--- config.mk ---
export PLATFORM = sky130hd
export DESIGN_NAME = fifo_psum_accum
export DESIGN_NICKNAME = d
export VERILOG_FILES = /design/src/rtl/fifo_psum_accum.sv
export SDC_FILE = /design/constraint.sdc
export NUM_CORES = 1
export LEC_CHECK = 0
export BUFFER_PORTS_ARGS = -buffer_cell sky130_fd_sc_hd__buf_2
export CAP_MARGIN = 10
export CORE_UTILIZATION = 60
export DETAILED_ROUTE_END_ITERATION = 7
export GPL_TIMING_DRIVEN = 0
export PLACE_DENSITY = 0.86
export SYNTH_ARGS = -nofsm -noshare
export SYNTH_HDL_FRONTEND = slang
export SYNTH_SLANG_ARGS = --single-unit
export TNS_END_PERCENT = 30
--- constraint.sdc ---
create_clock -name rd_clk -period 6.4 [get_ports rd_clk]
set_input_delay 0.64 -clock rd_clk [delete_from_list [all_inputs] [get_ports rd_clk]]
set_output_delay 0.64 -clock rd_clk [all_outputs]
set_load 0.02 [all_outputs]
--- src/rtl/fifo_psum_accum.sv ---
// Drains show-ahead FIFO words into per-lane signed partial sums and emits one
// (optionally ReLU-clamped) result vector per group of cfg_len+1 popped words.
module fifo_psum_accum #(
  parameter int bw      = 8,
  parameter int simd    = 4,
  parameter int psum_bw = 12
) (
  input  logic                    rd_clk,
  input  logic                    reset,
  input  logic                    start,
  input  logic [3:0]              cfg_len,
  input  logic [3:0]              cfg_num,
  input  logic                    relu_en,
  input  logic                    fifo_empty,
  input  logic [simd*bw-1:0]      fifo_out,
  output logic                    fifo_rd,
  output logic [simd*psum_bw-1:0] out_data,
  output logic                    out_valid,
  input  logic                    out_ready,
  output logic                    busy,
  output logic                    done
);

  localparam logic [1:0] IDLE = 2'd0;
  localparam logic [1:0] ACC  = 2'd1;
  localparam logic [1:0] OUT  = 2'd2;
  localparam logic [1:0] DONE = 2'd3;

  logic [1:0]         state_q, state_d;
  logic [3:0]         len_q, len_d;
  logic [3:0]         num_q, num_d;
  logic               relu_q, relu_d;
  logic [3:0]         vec_cnt_q, vec_cnt_d;
  logic [3:0]         out_cnt_q, out_cnt_d;
  logic [psum_bw-1:0] acc_q [simd];
  logic [psum_bw-1:0] acc_d [simd];

  always_comb begin
    fifo_rd   = (state_q == ACC) && !fifo_empty;
    out_valid = (state_q == OUT);
    busy      = (state_q != IDLE);
    done      = (state_q == DONE);
  end

  always_comb begin
    state_d   = state_q;
    len_d     = len_q;
    num_d     = num_q;
    relu_d    = relu_q;
    vec_cnt_d = vec_cnt_q;
    out_cnt_d = out_cnt_q;
    for (int unsigned i = 0; i < simd; i++) acc_d[i] = acc_q[i];

    case (state_q)
      IDLE: begin
        if (start) begin
          len_d     = cfg_len;
          num_d     = cfg_num;
          relu_d    = relu_en;
          vec_cnt_d = '0;
          out_cnt_d = '0;
          for (int unsigned i = 0; i < simd; i++) acc_d[i] = '0;
          state_d   = ACC;
        end
      end
      ACC: begin
        if (fifo_rd) begin
          // Sign-extend each lane to psum_bw; headroom makes overflow impossible.
          for (int unsigned i = 0; i < simd; i++)
            acc_d[i] = acc_q[i] +
                       {{(psum_bw-bw){fifo_out[i*bw+bw-1]}}, fifo_out[i*bw +: bw]};
          vec_cnt_d = vec_cnt_q + 4'd1;
          if (vec_cnt_q == len_q) state_d = OUT;
        end
      end
      OUT: begin
        if (out_ready) begin
          for (int unsigned i = 0; i < simd; i++) acc_d[i] = '0;
          vec_cnt_d = '0;
          out_cnt_d = out_cnt_q + 4'd1;
          state_d   = (out_cnt_q == num_q) ? DONE : ACC;
        end
      end
      default: state_d = IDLE;
    endcase
  end

  always_comb begin
    out_data = '0;
    for (int unsigned i = 0; i < simd; i++) begin
      if (out_valid && !(relu_q && acc_q[i][psum_bw-1]))
        out_data[i*psum_bw +: psum_bw] = acc_q[i];
    end
  end

  always_ff @(posedge rd_clk) begin
    if (reset) begin
      state_q   <= IDLE;
      len_q     <= '0;
      num_q     <= '0;
      relu_q    <= 1'b0;
      vec_cnt_q <= '0;
      out_cnt_q <= '0;
      for (int unsigned i = 0; i < simd; i++) acc_q[i] <= '0;
    end else begin
      state_q   <= state_d;
      len_q     <= len_d;
      num_q     <= num_d;
      relu_q    <= relu_d;
      vec_cnt_q <= vec_cnt_d;
      out_cnt_q <= out_cnt_d;
      for (int unsigned i = 0; i < simd; i++) acc_q[i] <= acc_d[i];
    end
  end

endmodule
# [Yosys cells after proc, flatten, opt, wreduce, memory -nomap -nowiden]
# Memory sizes are Yosys's and may differ from the RTL's.
# Index checks and enable logic that the tools add are counted.
[word_totals] memories=1 ram_bits=48 regBits=19 output_inout_bits=52
[mem_list] name="acc_q" depth=4 word_bits=12 rd=4 rd_ports_with_merged_regs=0 write_ports=4 line_no="35" rtl="logic [psum_bw-1:0] acc_q [simd];"
[op_classes] muxes=27 n_reduce_logical=22 n_eq_ne=9 addsub=6 bitwise=4
[ops] op="48-bit two-way mux" count=3
[ops] op="48-bit one-hot mux with 3 select lines" count=1
[ops] op="12-bit two-way mux" count=8
[ops] op="12-bit adder" count=4
[ops] op="4-bit two-way mux" count=4
[ops] op="4-bit one-hot mux with 3 select lines" count=1
[ops] op="2-bit two-way mux" count=5
[ops] op="1-bit logical AND" count=9
[ops] op="4-bit by 1-bit adder with 4-bit output (second input constant)" count=2
[ops] op="4-bit equality test" count=2
[ops] op="4-bit one-hot mux with 2 select lines" count=1
[ops] op="4-bit AND reduction" count=2
[ops] op="2-bit one-hot mux with 3 select lines" count=1
[ops] op="1-bit logical NOT" count=5
[ops] op="2-bit equality test (second input constant)" count=2
[ops] op="2-bit by 1-bit != test with 1-bit output (second input constant)" count=2
[ops] op="2-bit != test (second input constant)" count=2
[ops] op="1-bit bitwise OR" count=4
[ops] op="2-bit nonzero test" count=2
[ops] op="1-bit two-way mux" count=3
[ops] op="3-bit AND reduction" count=1
[ops] op="3-bit nonzero test" count=1
[ops] op="2-bit by 1-bit equality test with 1-bit output (second input constant)" count=1
[ops] op="2-bit logical NOT" count=1
[ops] op="2-bit AND reduction" count=1

# [Logic depth before layout (Yosys ltp)]
[logic_depth] ltp_word=5 ltp_mapped=10 mapped_depth_nobuf=10

# [Worst setup path after synthesis]
# No wires, ideal clock.
[synth_path] path_kind="input to register" startpoint="in fifo_out[8]" endpoint="mem acc_q[1][10]" path_stages=10 t_arrival_ns=2.306 path_buffers=0 path_slack_ns=4.033 required_time_ns=6.338 setup_time_ns=0.062 path_cell_list="ha_1 > inv_1 > fa_1 > nor2b_1 > o21ai_0 > nand2b_1 > a21o_1 > a31oi_1 > or4_1 > nand3_1"
[synth_lines] item="start: declaration" line_no="15" rtl="input logic [simd*bw-1:0] fifo_out,"
[synth_lines] item="end: declaration" line_no="35"

# [Worst setup path after layout]
[layout_path] startpoint="reg state_q[1]" endpoint="out fifo_rd"
[layout_via] elab_chain_cells=2
[layout_lines] item="start: declaration" line_no="29" rtl="logic [1:0] state_q, state_d;"
[layout_lines] item="start signal: assignment" line_no="106" rtl="state_q <= state_d;"
[layout_lines] item="2-bit by 1-bit equality test with 1-bit output" line_no="39" rtl="fifo_rd = (state_q == ACC) && !fifo_empty;"
[layout_lines] item="1-bit logical AND" line_no="39"
[layout_lines] item="end: declaration" line_no="16" rtl="output logic fifo_rd,"
# Every way passes these cells.

==> impl_metrics.py <==
metrics = {
    "global_route": {
        "grt_max_degree": 13,
        "grt_pass1_wl_mm": 20.7,
        "track_usage_pct": 30.1,
        "grt_pass1_vias": 4627,
        "gr-total-overflow": 0,
        "antenna_found_initial": 0,
    },
    "sta": {
        "setup_viol": 0,
        "final-hold-violation-count": 0,
        "rsz0062_at_grt": "no",
        "fin_crit_ns": 2.89,
        "worstMarginPinSlew_ns": 0.650,
        "fin_crit_sh_pct": 45.1,
        "finalSetupTns_ns": 0,
        "fmax_mhz": 346,
        "fin_worst_skew_ns": 0.00858,
        "maxSlewViolCount": 0,
        "relSlewSlack_pct": 56.7,
    },
    "clock_network": {
        "cts-root-buf": "clkbuf_8",
        "clock-sinks": 67,
        "cts_hold_buf": 0,
        "cts_tree": "yes",
        "cts_resized": 0,
        "post-cts-setup-buffer-count": 0,
        "cts.path.max_buffers": 2,
        "cts_inserted_buffers": 9,
        "clk_latency_ns": 0.36,
        "clk_pin_slew_ns": 0.08,
        "htree_levels": 3,
    },
    "synthesis": {
        "yosysWarnings": 0,
        "ys_seq_elements": 67,
        "netlist_area_mm2": 0.00487,
        "synthCells": 591,
        "synth_cell_types": 53,
        "ys_seq_area_share_pct": 27.5,
        "synth-main-ff-cell": "dfxtp_1",
        "synth-edff-count": 0,
        "synth.avg_cell_area_um2": 8.25,
        "syn_nets": 687,
        "synthArstFlopShare_pct": 0,
    },
    "worst_setup_path": {
        "cp_common_cell": "buf_2",
        "rrSetupSlack_ns": 3.97,
        "crit_arrival_ns": 2.25,
        "crit_fanout": 10,
        "reg2regPathDepth": 10,
        "crit_chain": "nand2b_4 -> or2_1 -> buf_2 -> inv_1 -> buf_1 -> buf_2",
        "required_ns": 5.76,
        "worstSetupStartpointType": "flip-flop",
        "crit_buf_inv": 4,
        "endpoint_kind": "output pin",
        "crit_start": "state_q[1]",
        "slowest_delay_ns": 0.54,
        "critPathKind": "flip-flop to output pin",
        "r2r-start": "acc_q[3][0]",
        "path_delay_family": "buffers and inverters",
        "r2r-end": "acc_q[3][10]",
        "slowest_stage": "buf_1",
    },
    "drt": {
        "first_iter_violations": 216,
        "via_count": 4626,
        "drt-met1-wl_mm": 5.22,
        "antenna_left": 0,
        "routed.top_layer": "met4",
        "dr.pass1.iters": 6,
        "wl_met2_mm": 6.01,
        "wire_per_inst_um": 15.1,
        "drc": 0,
        "vias_per_cell": 5.74,
        "met3RoutedLength_um": 657,
        "finalWirelength_mm": 12.2,
    },
    "place": {
        "dp_cells": 790,
        "portBuffers": 97,
        "hpwl_mm": 9.10,
        "gp_congestion": 0.911,
    },
    "hold_path": {
        "hold_depth": 2,
        "hp-class": "flip-flop to flip-flop",
        "hp-start": "num_q[2]",
        "holdPathEnd": "num_q[2]",
    },
    "layout": {
        "final_common_cell": "buf_2",
        "final-seq-area_mm2": 0.00134,
        "multi_input_area_mm2": 0.00332,
        "diodes": 0,
        "fillers": 594,
        "finalNonFillerCells": 806,
        "drive_gt1_share_pct": 20.2,
        "syn2layout_area_growth_pct": 18.0,
        "layout_common_cells": "buf_2, dfxtp_1, and2_1, a21oi_1, ha_1",
        "layout.nets": 795,
    },
    "pwr": {
        "power_density_mw_per_mm2": 227,
        "static-leakage-power_nw": 2.72,
        "power_mw": 1.31,
        "vdd_drop_max_mv": 0.166,
    },
    "floorplanning": {
        "chipHeight_um": 92.1,
        "core_area_mm2": 0.00781,
        "initial_core_util_pct": 62.4,
        "num_rows": 32,
        "die_w_um": 92.1,
        "io_pins": 98,
        "die_area_mm2": 0.00849,
    },
    "job": {
        "drv_cap": 0,
    },
    "outcome": {
        "outcome": "completed",
    },
}
## cell type report
class                      instances  area share [%]
sequential                        67            23.3
buffer                            25            2.15
multi-input combinational        475            57.7
timing repair buffer              97            8.44
clock inverter                     7            2.44
inverter                          24            1.59
tap                              102            2.22
clock buffer                       9            2.15
## metal layers
metal	GRT usage, %	vias to the layer above
met2	53.4	148
met3	6.38	29
met4	11.8	0
met5	0	-
li1	-	2318
met1	35.2	2131
## registers in the layout, indices dropped and copies added (netlist names)
signal / flops
vec_cnt_q: 4
acc_q: 48
state_q: 2
len_q: 4
num_q: 4
relu_q: 1
out_cnt_q: 4
## per-stage QoR
stage	setup WS (ns)	hold WS, ns	cell area (um^2)	util, %
floorplan	4.03	0.441	4870	-
global placement	3.72	0.457	5490	70.3
detailed placement	3.69	0.459	5490	70.3
CTS	3.55	0.470	5750	73.7
global route	3.42	0.497	5750	73.7
finish	3.51	0.469	5750	73.7
## power breakdown
group          leakage, nW  internal, mW  switching, mW
logic                 2.05         0.135          0.208
registers            0.544         0.453         0.0338
clock network        0.125         0.297          0.179
## how the worst max path moves through the flow
stage | depth (start not counted) | to | slack [ns]
finish | 6 | fifo_rd | 3.51
global route | 6 | out_data[37] | 3.42
CTS | 6 | fifo_rd | 3.55
detailed placement | 6 | fifo_rd | 3.69
global placement | 6 | fifo_rd | 3.72
floorplan | 10 | acc_q[1][10] | 4.03
## worst register-to-register path, stage by stage (launching register included)
cell      delay, ns
dfxtp_1        0.38
ha_1           0.22
inv_1          0.06
fa_1           0.37
nor2b_1        0.19
o21ai_0        0.14
nand2b_1       0.15
a21o_1         0.16
a31oi_1        0.15
or4_1          0.49
nand3_1        0.07
## synth_stat cells, types with 16 or more instances
cell type	n	area [um^2]
dfxtp_1	67	1340
inv_1	23	86.3
nand2_1	42	158
ha_1	46	576
xor2_1	20	175
o21ai_0	32	160
xnor2_1	22	193
nand3_1	17	85.1
a22oi_1	18	135
and2_1	49	307
nor2_1	36	135
a21oi_1	47	235
clkbuf_1	16	60.1
## logic make-up (layout without fill, tap and decap cells)
logic type               after synthesis  in the layout  share of synthesized area (%)
buffers and inverters                 49            162                           4.41
adder cells (fa/ha/maj)               50             50                           13.4
XOR/XNOR                              42             42                           7.55
multiplexers                           5              5                           1.03
AND/OR/NAND/NOR                      207            207                           22.6
flip-flops                            67             67                           27.5
AO/OA/AOI/OAI                        171            171                           23.4
No activity file was read; power rests on OpenSTA's default activity.
